$ cat src/rtl/us_pkg.sv
// rtl/us_pkg.sv - shared state encoding, timing defaults and distance scaling for the ping scheduler
package us_pkg;

  typedef enum logic [2:0] {
    IDLE,
    SELECT,
    TRIG,
    WAIT_ECHO,
    ECHO,
    GAP
  } us_state_e;

  localparam int unsigned TRIG_TICKS_DEF   = 500;
  localparam int unsigned ECHO_TIMEOUT_DEF = 600000;
  localparam int unsigned ECHO_MAX_DEF     = 600000;
  localparam int unsigned GAP_TICKS_DEF    = 3000000;

  localparam logic [15:0] NO_ECHO_MM = 16'hFFFF;

  // mm = ticks * 7 / 2048 approximates the round-trip sound speed at a 50 MHz tick
  localparam int unsigned DIST_MUL   = 7;
  localparam int unsigned DIST_SHIFT = 11;

  function automatic logic [15:0] ticks_to_mm(input logic [31:0] ticks);
    logic [31:0] prod;
    prod = ticks * 32'(DIST_MUL);
    return 16'(prod >> DIST_SHIFT);
  endfunction

endpackage

$ cat src/rtl/us_rr_pick.sv
// rtl/us_rr_pick.sv - cyclic search for the next masked-in channel after last_id
module us_rr_pick #(
  parameter int N_SENSORS = 4
) (
  input  logic [N_SENSORS-1:0]         mask,
  input  logic [$clog2(N_SENSORS)-1:0] last_id,
  output logic [$clog2(N_SENSORS)-1:0] next_id,
  output logic                         any
);

  localparam int IDW = $clog2(N_SENSORS);

  int unsigned          idx;
  logic [IDW-1:0]       sel;

  // Scan from the farthest candidate to the nearest so the closest hit after last_id wins.
  always_comb begin
    next_id = '0;
    idx     = 0;
    sel     = '0;
    for (int k = N_SENSORS; k >= 1; k--) begin
      idx = (int'(last_id) + k) % N_SENSORS;
      sel = IDW'(idx);
      if (mask[sel]) begin
        next_id = sel;
      end
    end
  end

  assign any = |mask;

endmodule

$ cat src/rtl/ultrasonic_scheduler.sv
// rtl/ultrasonic_scheduler.sv - round-robin HC-SR04 ping scheduler with distance store and near flags
module ultrasonic_scheduler
  import us_pkg::*;
#(
  parameter int unsigned N_SENSORS    = 4,
  parameter int unsigned TRIG_TICKS   = TRIG_TICKS_DEF,
  parameter int unsigned ECHO_TIMEOUT = ECHO_TIMEOUT_DEF,
  parameter int unsigned ECHO_MAX     = ECHO_MAX_DEF,
  parameter int unsigned GAP_TICKS    = GAP_TICKS_DEF,
  parameter int unsigned NEAR_MM      = 70
) (
  input  logic                         clk,
  input  logic                         reset,
  input  logic                         enable,
  input  logic [N_SENSORS-1:0]         sensor_mask,
  input  logic [N_SENSORS-1:0]         echo_rx,
  output logic [N_SENSORS-1:0]         trig,
  output logic                         busy,
  output logic                         sample_valid,
  output logic [$clog2(N_SENSORS)-1:0] sample_id,
  output logic [15:0]                  sample_dist,
  input  logic [$clog2(N_SENSORS)-1:0] rd_sel,
  output logic [15:0]                  rd_dist,
  output logic [N_SENSORS-1:0]         near
);

  localparam int IDW = $clog2(N_SENSORS);

  us_state_e            state_q, state_d;
  logic [IDW-1:0]       cur_id_q, cur_id_d;
  logic [IDW-1:0]       last_id_q, last_id_d;
  logic [31:0]          cnt_q, cnt_d;
  logic [31:0]          echo_ticks_q, echo_ticks_d;
  logic                 sample_valid_q, sample_valid_d;
  logic [IDW-1:0]       sample_id_q, sample_id_d;
  logic [15:0]          sample_dist_q, sample_dist_d;
  logic [N_SENSORS-1:0] near_q, near_d;
  logic [15:0]          ram_q [N_SENSORS];
  logic [15:0]          ram_d [N_SENSORS];
  logic [N_SENSORS-1:0] echo_s1_q, echo_s2_q, echo_prev_q;

  logic [IDW-1:0]       pick_id;
  logic                 pick_any;
  logic                 echo_cur;
  logic                 echo_rise;
  logic                 done;
  logic [15:0]          done_dist;

  us_rr_pick #(
    .N_SENSORS (N_SENSORS)
  ) u_pick (
    .mask    (sensor_mask),
    .last_id (last_id_q),
    .next_id (pick_id),
    .any     (pick_any)
  );

  // echo_prev_q lets an echo that is already high on WAIT_ECHO entry be ignored until it re-rises.
  assign echo_cur  = echo_s2_q[cur_id_q];
  assign echo_rise = echo_cur & ~echo_prev_q[cur_id_q];

  always_comb begin
    state_d        = state_q;
    cur_id_d       = cur_id_q;
    last_id_d      = last_id_q;
    cnt_d          = cnt_q;
    echo_ticks_d   = echo_ticks_q;
    sample_valid_d = 1'b0;
    sample_id_d    = sample_id_q;
    sample_dist_d  = sample_dist_q;
    near_d         = near_q;
    ram_d          = ram_q;
    done           = 1'b0;
    done_dist      = NO_ECHO_MM;

    unique case (state_q)
      IDLE: begin
        cnt_d = '0;
        if (enable && (|sensor_mask)) begin
          state_d = SELECT;
        end
      end
      SELECT: begin
        cnt_d = '0;
        if (pick_any) begin
          cur_id_d = pick_id;
          state_d  = TRIG;
        end else begin
          state_d = IDLE;
        end
      end
      TRIG: begin
        if (cnt_q == 32'(TRIG_TICKS - 1)) begin
          cnt_d   = '0;
          state_d = WAIT_ECHO;
        end else begin
          cnt_d = cnt_q + 32'd1;
        end
      end
      WAIT_ECHO: begin
        if (echo_rise) begin
          echo_ticks_d = 32'd1;
          cnt_d        = '0;
          state_d      = ECHO;
        end else if (cnt_q == 32'(ECHO_TIMEOUT - 1)) begin
          done = 1'b1;
        end else begin
          cnt_d = cnt_q + 32'd1;
        end
      end
      ECHO: begin
        if (!echo_cur) begin
          done      = 1'b1;
          done_dist = ticks_to_mm(echo_ticks_q);
        end else if ((echo_ticks_q + 32'd1) >= 32'(ECHO_MAX)) begin
          done = 1'b1;
        end else begin
          echo_ticks_d = echo_ticks_q + 32'd1;
        end
      end
      GAP: begin
        if (cnt_q == 32'(GAP_TICKS - 1)) begin
          cnt_d   = '0;
          state_d = enable ? SELECT : IDLE;
        end else begin
          cnt_d = cnt_q + 32'd1;
        end
      end
      default: begin
        state_d = IDLE;
      end
    endcase

    if (done) begin
      sample_valid_d   = 1'b1;
      sample_id_d      = cur_id_q;
      sample_dist_d    = done_dist;
      ram_d[cur_id_q]  = done_dist;
      near_d[cur_id_q] = (done_dist != NO_ECHO_MM) && (done_dist < 16'(NEAR_MM));
      last_id_d        = cur_id_q;
      cnt_d            = '0;
      echo_ticks_d     = '0;
      state_d          = GAP;
    end
  end

  always_ff @(posedge clk or negedge reset) begin
    if (!reset) begin
      state_q        <= IDLE;
      cur_id_q       <= '0;
      last_id_q      <= IDW'(N_SENSORS - 1);
      cnt_q          <= '0;
      echo_ticks_q   <= '0;
      sample_valid_q <= 1'b0;
      sample_id_q    <= '0;
      sample_dist_q  <= '0;
      near_q         <= '0;
      echo_s1_q      <= '0;
      echo_s2_q      <= '0;
      echo_prev_q    <= '0;
      for (int i = 0; i < int'(N_SENSORS); i++) begin
        ram_q[i] <= NO_ECHO_MM;
      end
    end else begin
      state_q        <= state_d;
      cur_id_q       <= cur_id_d;
      last_id_q      <= last_id_d;
      cnt_q          <= cnt_d;
      echo_ticks_q   <= echo_ticks_d;
      sample_valid_q <= sample_valid_d;
      sample_id_q    <= sample_id_d;
      sample_dist_q  <= sample_dist_d;
      near_q         <= near_d;
      echo_s1_q      <= echo_rx;
      echo_s2_q      <= echo_s1_q;
      echo_prev_q    <= echo_s2_q;
      ram_q          <= ram_d;
    end
  end

  // Trigger is decoded from registered state so an asynchronous reset drops it immediately.
  always_comb begin
    trig = '0;
    if (state_q == TRIG) begin
      trig[cur_id_q] = 1'b1;
    end
  end

  assign busy         = (state_q != IDLE);
  assign sample_valid = sample_valid_q;
  assign sample_id    = sample_id_q;
  assign sample_dist  = sample_dist_q;
  assign rd_dist      = ram_q[rd_sel];
  assign near         = near_q;

endmodule

$ cat config.mk
export PLATFORM = sky130hd
export DESIGN_NAME = ultrasonic_scheduler
export DESIGN_NICKNAME = d
export VERILOG_FILES = /design/src/rtl/us_pkg.sv /design/src/rtl/us_rr_pick.sv /design/src/rtl/ultrasonic_scheduler.sv
export SDC_FILE = /design/constraint.sdc
export NUM_CORES = 1
export LEC_CHECK = 0
export CAP_MARGIN = 10
export CORE_ASPECT_RATIO = 0.75
export CORE_UTILIZATION = 51
export CTS_CLUSTER_DIAMETER = 100
export DETAILED_ROUTE_END_ITERATION = 12
export PLACE_DENSITY = 0.71
export SYNTH_ARGS = -nofsm -noshare
export SYNTH_HDL_FRONTEND = slang
export SYNTH_SLANG_ARGS = --single-unit
$ cat constraint.sdc
create_clock -name clk -period 3.6 [get_ports clk]
set_input_delay 0.9 -clock clk [delete_from_list [all_inputs] [get_ports clk]]
set_output_delay 0.9 -clock clk [all_outputs]
set_load 0.005 [all_outputs]
# Word level (Yosys, flattened, before mapping)
# Cells that the tools add are included.
totals:
  latchBits: 0
  rom_bits: 0
  mem_bits_rw: 0
  reg_bits: 170
  n_memories: 0
  out_inout_bits: 44
classes:
  n_div: 0
  n_mul: 1
  n_reduce_logical: 14
  n_addsub: 6
  n_bitwise: 4
  n_shift: 0
  eq_ne: 17
  mux: 53
  order_cmp: 11
ops:
  columns: ["operator", "count"]
  rows:
  - ["32-bit two-way mux", 9]
  - ["32-bit one-hot mux with 4 select lines", 1]
  - ["16-bit two-way mux", 5]
  - ["32-bit by 1-bit adder with 32-bit output (second input constant)", 2]
  - ["64-bit bitwise mux", 1]
  - ["32-bit one-hot mux with 2 select lines", 1]
  - ["16-bit binary-select mux with 2-bit select", 1]
  - ["16-bit demux with 2-bit select", 1]
  - ["32-bit by 20-bit == test with 1-bit output (second input constant)", 1]
  - ["32-bit by 22-bit == test with 1-bit output (second input constant)", 1]
  - ["32-bit by 9-bit == test with 1-bit output (second input constant)", 1]
  - ["32-bit by 20-bit >= comparator with 1-bit output (second input constant)", 1]
  - ["32-bit by 3-bit multiplier with 27-bit output (second input constant)", 1]
  - ["3-bit != test (second input constant)", 6]
  - ["3-bit one-hot mux with 6 select lines", 1]
  - ["16-bit by 7-bit less-than comparator with 1-bit output (second input constant)", 1]
  - ["16-bit != test (second input constant)", 1]
  - ["2-bit by 3-bit less-than comparator with 1-bit output (second input constant)", 5]
  - ["3-bit two-way mux", 5]
  - ["1-bit two-way mux", 13]
  - ["1-bit binary-select mux with 2-bit select", 6]
  - ["2-bit two-way mux", 5]
  - ["3-bit by 2-bit == test with 1-bit output (second input constant)", 2]
  - ["3-bit == test (second input constant)", 2]
  - ["other kinds (24)", 33]

# Logic depth before layout (Yosys ltp)
depth:
  word_depth: 8
  depth_mapped: 14
  depth_no_buf: 13

# Cells and area by module
# A second synthesis with hierarchy kept.
unflattened:
  hier_cells: 1028
  area_unflattened_um2: 10622.7
modules_own_cells:
  columns: ["module", "area_each_um2", "n_inst", "seq_area_each_um2", "cells_each"]
  rows:
  - ["ultrasonic_scheduler", 10531.4, 1, 4336.7, 1014]
  - ["us_rr_pick", 91.3, 1, 0.0, 14]

# Worst setup path before layout
# Ideal clock, no wire load.
synth_path:
  path_type: "reg2reg"
  from: "reg echo_ticks_q[6]"
  to: "reg near_q[1], in the netlist near[1]"
  path_stages_with_launch: 14
  arrival_time_ns: 3.269
  t_required_ns: 3.517
  slack_ns: 0.248
  path_cell_list: "dfrtp_1 > inv_1 > fa_1 > inv_1 > ha_1 > a21o_1 > a2111oi_2 > o21bai_1 > a31oi_1 > xnor2_1 > o41ai_1 > and4b_1 > nand4bb_1 > o21ai_0"
synth_between:
  elab_chain_cells: 6
  elab_cells_between_ends: 12
  cone_classes: "add/sub (1); mul (1); order compare (2); eq/ne (1); mux (6); reduce/logical (1)"
synth_rtl:
  columns: ["item", "line", "rtl"]
  rows:
  - ["from (decl)", "ultrasonic_scheduler.sv:33", "logic [31:0] echo_ticks_q, echo_ticks_d;"]
  - ["from (signal assigned)", "ultrasonic_scheduler.sv:169", "echo_ticks_q <= echo_ticks_d;"]
  - ["32-bit by 3-bit multiplier with 27-bit output", "us_pkg.sv:26", "prod = ticks * 32'(DIST_MUL);"]
  - ["16-bit two-way mux", "ultrasonic_scheduler.sv:112", "if (!echo_cur) begin"]
  - ["16-bit two-way mux", "ultrasonic_scheduler.sv:76", "unique case (state_q)"]
  - ["16-bit by 7-bit less-than comparator with 1-bit output / 16-bit != test (equally long branches)", "ultrasonic_scheduler.sv:139", "near_d[cur_id_q] = (done_dist != NO_ECHO_MM) && (done_dist < 16'(NEAR_MM));"]
  - ["1-bit logical AND", "ultrasonic_scheduler.sv:139", null]
  - ["4-bit bitwise mux", "ultrasonic_scheduler.sv:139", null]
  - ["to (signal assigned)", "ultrasonic_scheduler.sv:173", "near_q <= near_d;"]
  - ["to (decl)", "ultrasonic_scheduler.sv:37", "logic [N_SENSORS-1:0] near_q, near_d;"]
# Several ways; a longest one is shown, not always the timed one.
# A chain may end at the register's enable or synchronous reset.

# Worst setup path in the final report
layout_path:
  from: "in rd_sel[0]"
  to: "out rd_dist[2]"
layout_between:
  elab_chain_cells: 4
layout_rtl:
  columns: ["item", "line", "rtl"]
  rows:
  - ["from (decl)", "ultrasonic_scheduler.sv:22", "input logic [$clog2(N_SENSORS)-1:0] rd_sel,"]
  - ["2-bit NOT with 3-bit output (not written as such)", "ultrasonic_scheduler.sv:193", "assign rd_dist = ram_q[rd_sel];"]
  - ["16-bit binary-select mux with 2-bit select", "ultrasonic_scheduler.sv:193", null]
  - ["16-bit two-way mux (not written as such) (2 in series)", "ultrasonic_scheduler.sv:193", null]
  - ["to (decl)", "ultrasonic_scheduler.sv:23", "output logic [15:0] rd_dist,"]
# Every way passes these cells. The select of a mux whose other input is x is not followed.

==> results.cfg <==
[worst_setup_path]
required_ns = 2.70
worst-setup-path-type = in -> out
cp_top_family = buffers and inverters
cp_max_fo = 16
cp-end-kind = output port
crit_chain = clkdlybuf4s50_1, buf_12, mux4_2, clkdlybuf4s50_1
cpPeakStageDelay_ns = 0.51
arrival_ns = 2.61
cp_common_cell = clkdlybuf4s50_1
crit_path_start_kind = primary input
path_buf_inv = 3
crit_slowest_cell = clkdlybuf4s50_1

[finish]
area_growth_pct = 20.6
final_cell_mix = 100 x dfrtp_1, 84 x nand2_1, 81 x buf_4
final_common_cell = dfrtp_1
final_util = 0.635
multi_input_area_sq_um = 6240
n_antenna_cell = 0
nets = 1232
fillers = 1546
drive_above_1_share = 0.282
seqCellArea_sq_um = 4340

[die]
ios = 57
rows = 45
core-area_sq_um = 20400
die-width_um = 170
dieArea_sq_um = 21700
start_util = 0.527
die_h_um = 128

[flow_run]
cap_violations = 0

[place]
hpwlAfterDp_mm = 18.8
pre_cts_ws_ns = -0.217
io_buffers = 56
place.gp.congestion = 0.930

[cts]
hold_buffers = 0
htreeDepth = 4
cts_tree = done
clock_sinks = 170
cts-root-buf = clkbuf_16
clk_pin_slew_ns = 0.07
clk_path_buf_depth = 2
clock_latency_ns = 0.45
cts_buffers = 17

[sta]
fmax_mhz = 285
fin_skew_ns = 0.0226
tightestPinTransition_ns = 0.755
finalMaxSlewViolations = 0
setup_viol = 0
final.min_clock_period_ns = 3.51
slew_headroom = 0.491
timing.final.ws_setup_ns = 0.0895
hold_viol_final = 0
min_period_over_period = 0.975

[power_and_ir_drop]
totalPowerFinal_mw = 3.89
switching_share = 0.222
powerDensity_nw_per_um2 = 299
vdd_drop_max_mv = 0.309
p_sw_mw = 0.863
seqPwrFrac = 0.495
power.internal_mw = 3.02
p_clk_frac = 0.475
pwr-share-comb = 0.030
p_leak_nw = 5.83

[synthesis]
ys_seq_elements = 170
synth_top_area_share = 0.242
syn_inst = 1025
syn_area_sq_um = 10800
synth.largest_area_cell = dfrtp_1
synth_area_leaders = dfrtp_1 24%, dfstp_2 16%, ha_1 5.7%, mux2_2 5.1%, fa_1 4.5%
synthArstFlopShare = 1.00
synth_nets = 1111
yosys_most_used_dff = dfrtp_1
ys_warn_count = 0
synth_edf_count = 0
ys_types = 95
ys_seq_area_frac = 0.403
synth.avg_cell_area_sq_um = 10.5

[global_route]
first_global_vias = 8360
grt_start_max_net_pins = 95
grt_pass1_wl_mm = 43.7
grt_overflow = 0
grt_use_total = 0.257
antenna_found_initial = 0

[routing]
ant_nets = 0
firstDrtPassIters = 5
drc = 0
routedWlPerCell_um = 18.4
viasPerCell = 5.98
vias = 8614
drt_iter0_markers = 917
wl_mm = 26.5

[outcome]
status = complete, no violations

[worst_hold_path]
min_path_type = in -> async
power groups by stage:
| stage | Combinational (mW) | Clock [mW] | Sequential, mW |
|---|---|---|---|
| after floorplan | 0.0447 | 0 | 1.96 |
| after global placement | 0.118 | 0 | 1.96 |
| final | 0.115 | 1.85 | 1.93 |
| after detailed placement | 0.119 | 0 | 1.96 |
| after CTS | 0.120 | 1.88 | 1.93 |
| after global routing | 0.130 | 1.95 | 1.92 |
cell type report:
type	count	share of cell area
clock buffers	21	0.0355
clock inverters	11	0.00925
inverters	42	0.0121
multi-input cells	771	0.481
flip-flops and latches	170	0.334
well taps	282	0.0272
repair buffers	144	0.101
synth_stat cells, drive strengths merged (8+ instances only):
cell    count
a21o        9
a21oi      69
a31oi      16
and2       20
and3       24
and4        8
buf        12
clkbuf     29
dfrtp     104
dfstp      66
fa         24
ha         49
inv        42
mux2       67
mux2i       8
mux4       18
nand2      84
nand2b     10
nand3      27
nand3b      9
nand4      15
nor2       45
nor2b      14
nor3       22
nor4       10
o21a       18
o21ai      66
o31ai      13
or3        15
xnor2      14
xor2        8
per-layer routing:
layer / vias up / wire, um / global-route usage
met5: - / 0 / 0
met4: 0 / 325 / 0.0779
met3: 29 / 1360 / 0.0420
met2: 275 / 11600 / 0.374
met1: 4277 / 13200 / 0.393
li1: 4033 / - / -
cell families after synthesis:
kind of cell,synth area share
AO/OA/AOI/OAI,0.150
buffers and inverters,0.0356
XOR/XNOR,0.0179
AND/OR/NAND/NOR,0.174
adder cells (fa/ha/maj),0.102
multiplexers,0.118
flip-flops,0.403
registers in the layout (all words and copies together) (netlist names):
name and count:
echo_s1_q 4, cnt_q 32, sample_id 2, echo_prev_q 4, cur_id_q 2, echo_ticks_q 32
ram_q 64, sample_dist 16, echo_s2_q 4, last_id_q 2, state_q 3, near 4
sample_valid 1
path summary, 6_finish.rpt:
path	slack (ns)	start	to	cells past startpoint
worst min register to register	0.35	echo_s1_q[3]	echo_s2_q[3]	0
max in group asynchronous	2.39	reset	ram_q[56]	2
worst max-delay path	0.09	rd_sel[0]	rd_dist[2]	4
min in group clk	0.35	echo_s1_q[3]	echo_s2_q[3]	0
worst max register to register	0.12	echo_ticks_q[11]	near[0]	12
worst min-delay path	0.35	reset	echo_ticks_q[3]	1
repair_timing:
item                                    in CTS  in global routing
resized for setup                           11                 45
endpoints found under the setup margin       5                 73
setup buffers                                1                  5
pin swaps                                    5                 15
through the flow:
step | instance area [sq um] | cells | setup TNS, ns | hold slack, ns
3_3_place_gp | 12200 | 1403 | -0.306 | 0.332
2_1_floorplan | 10800 | 1025 | 0 | 0.331
4_1_cts | 12800 | 1436 | -0.000251 | 0.344
3_5_place_dp | 12200 | 1403 | -0.722 | 0.335
6_report | 13000 | 1441 | 0 | 0.346
5_1_grt | 13000 | 1441 | -0.0157 | 0.356
No activity file was read; power rests on OpenSTA's default activity.
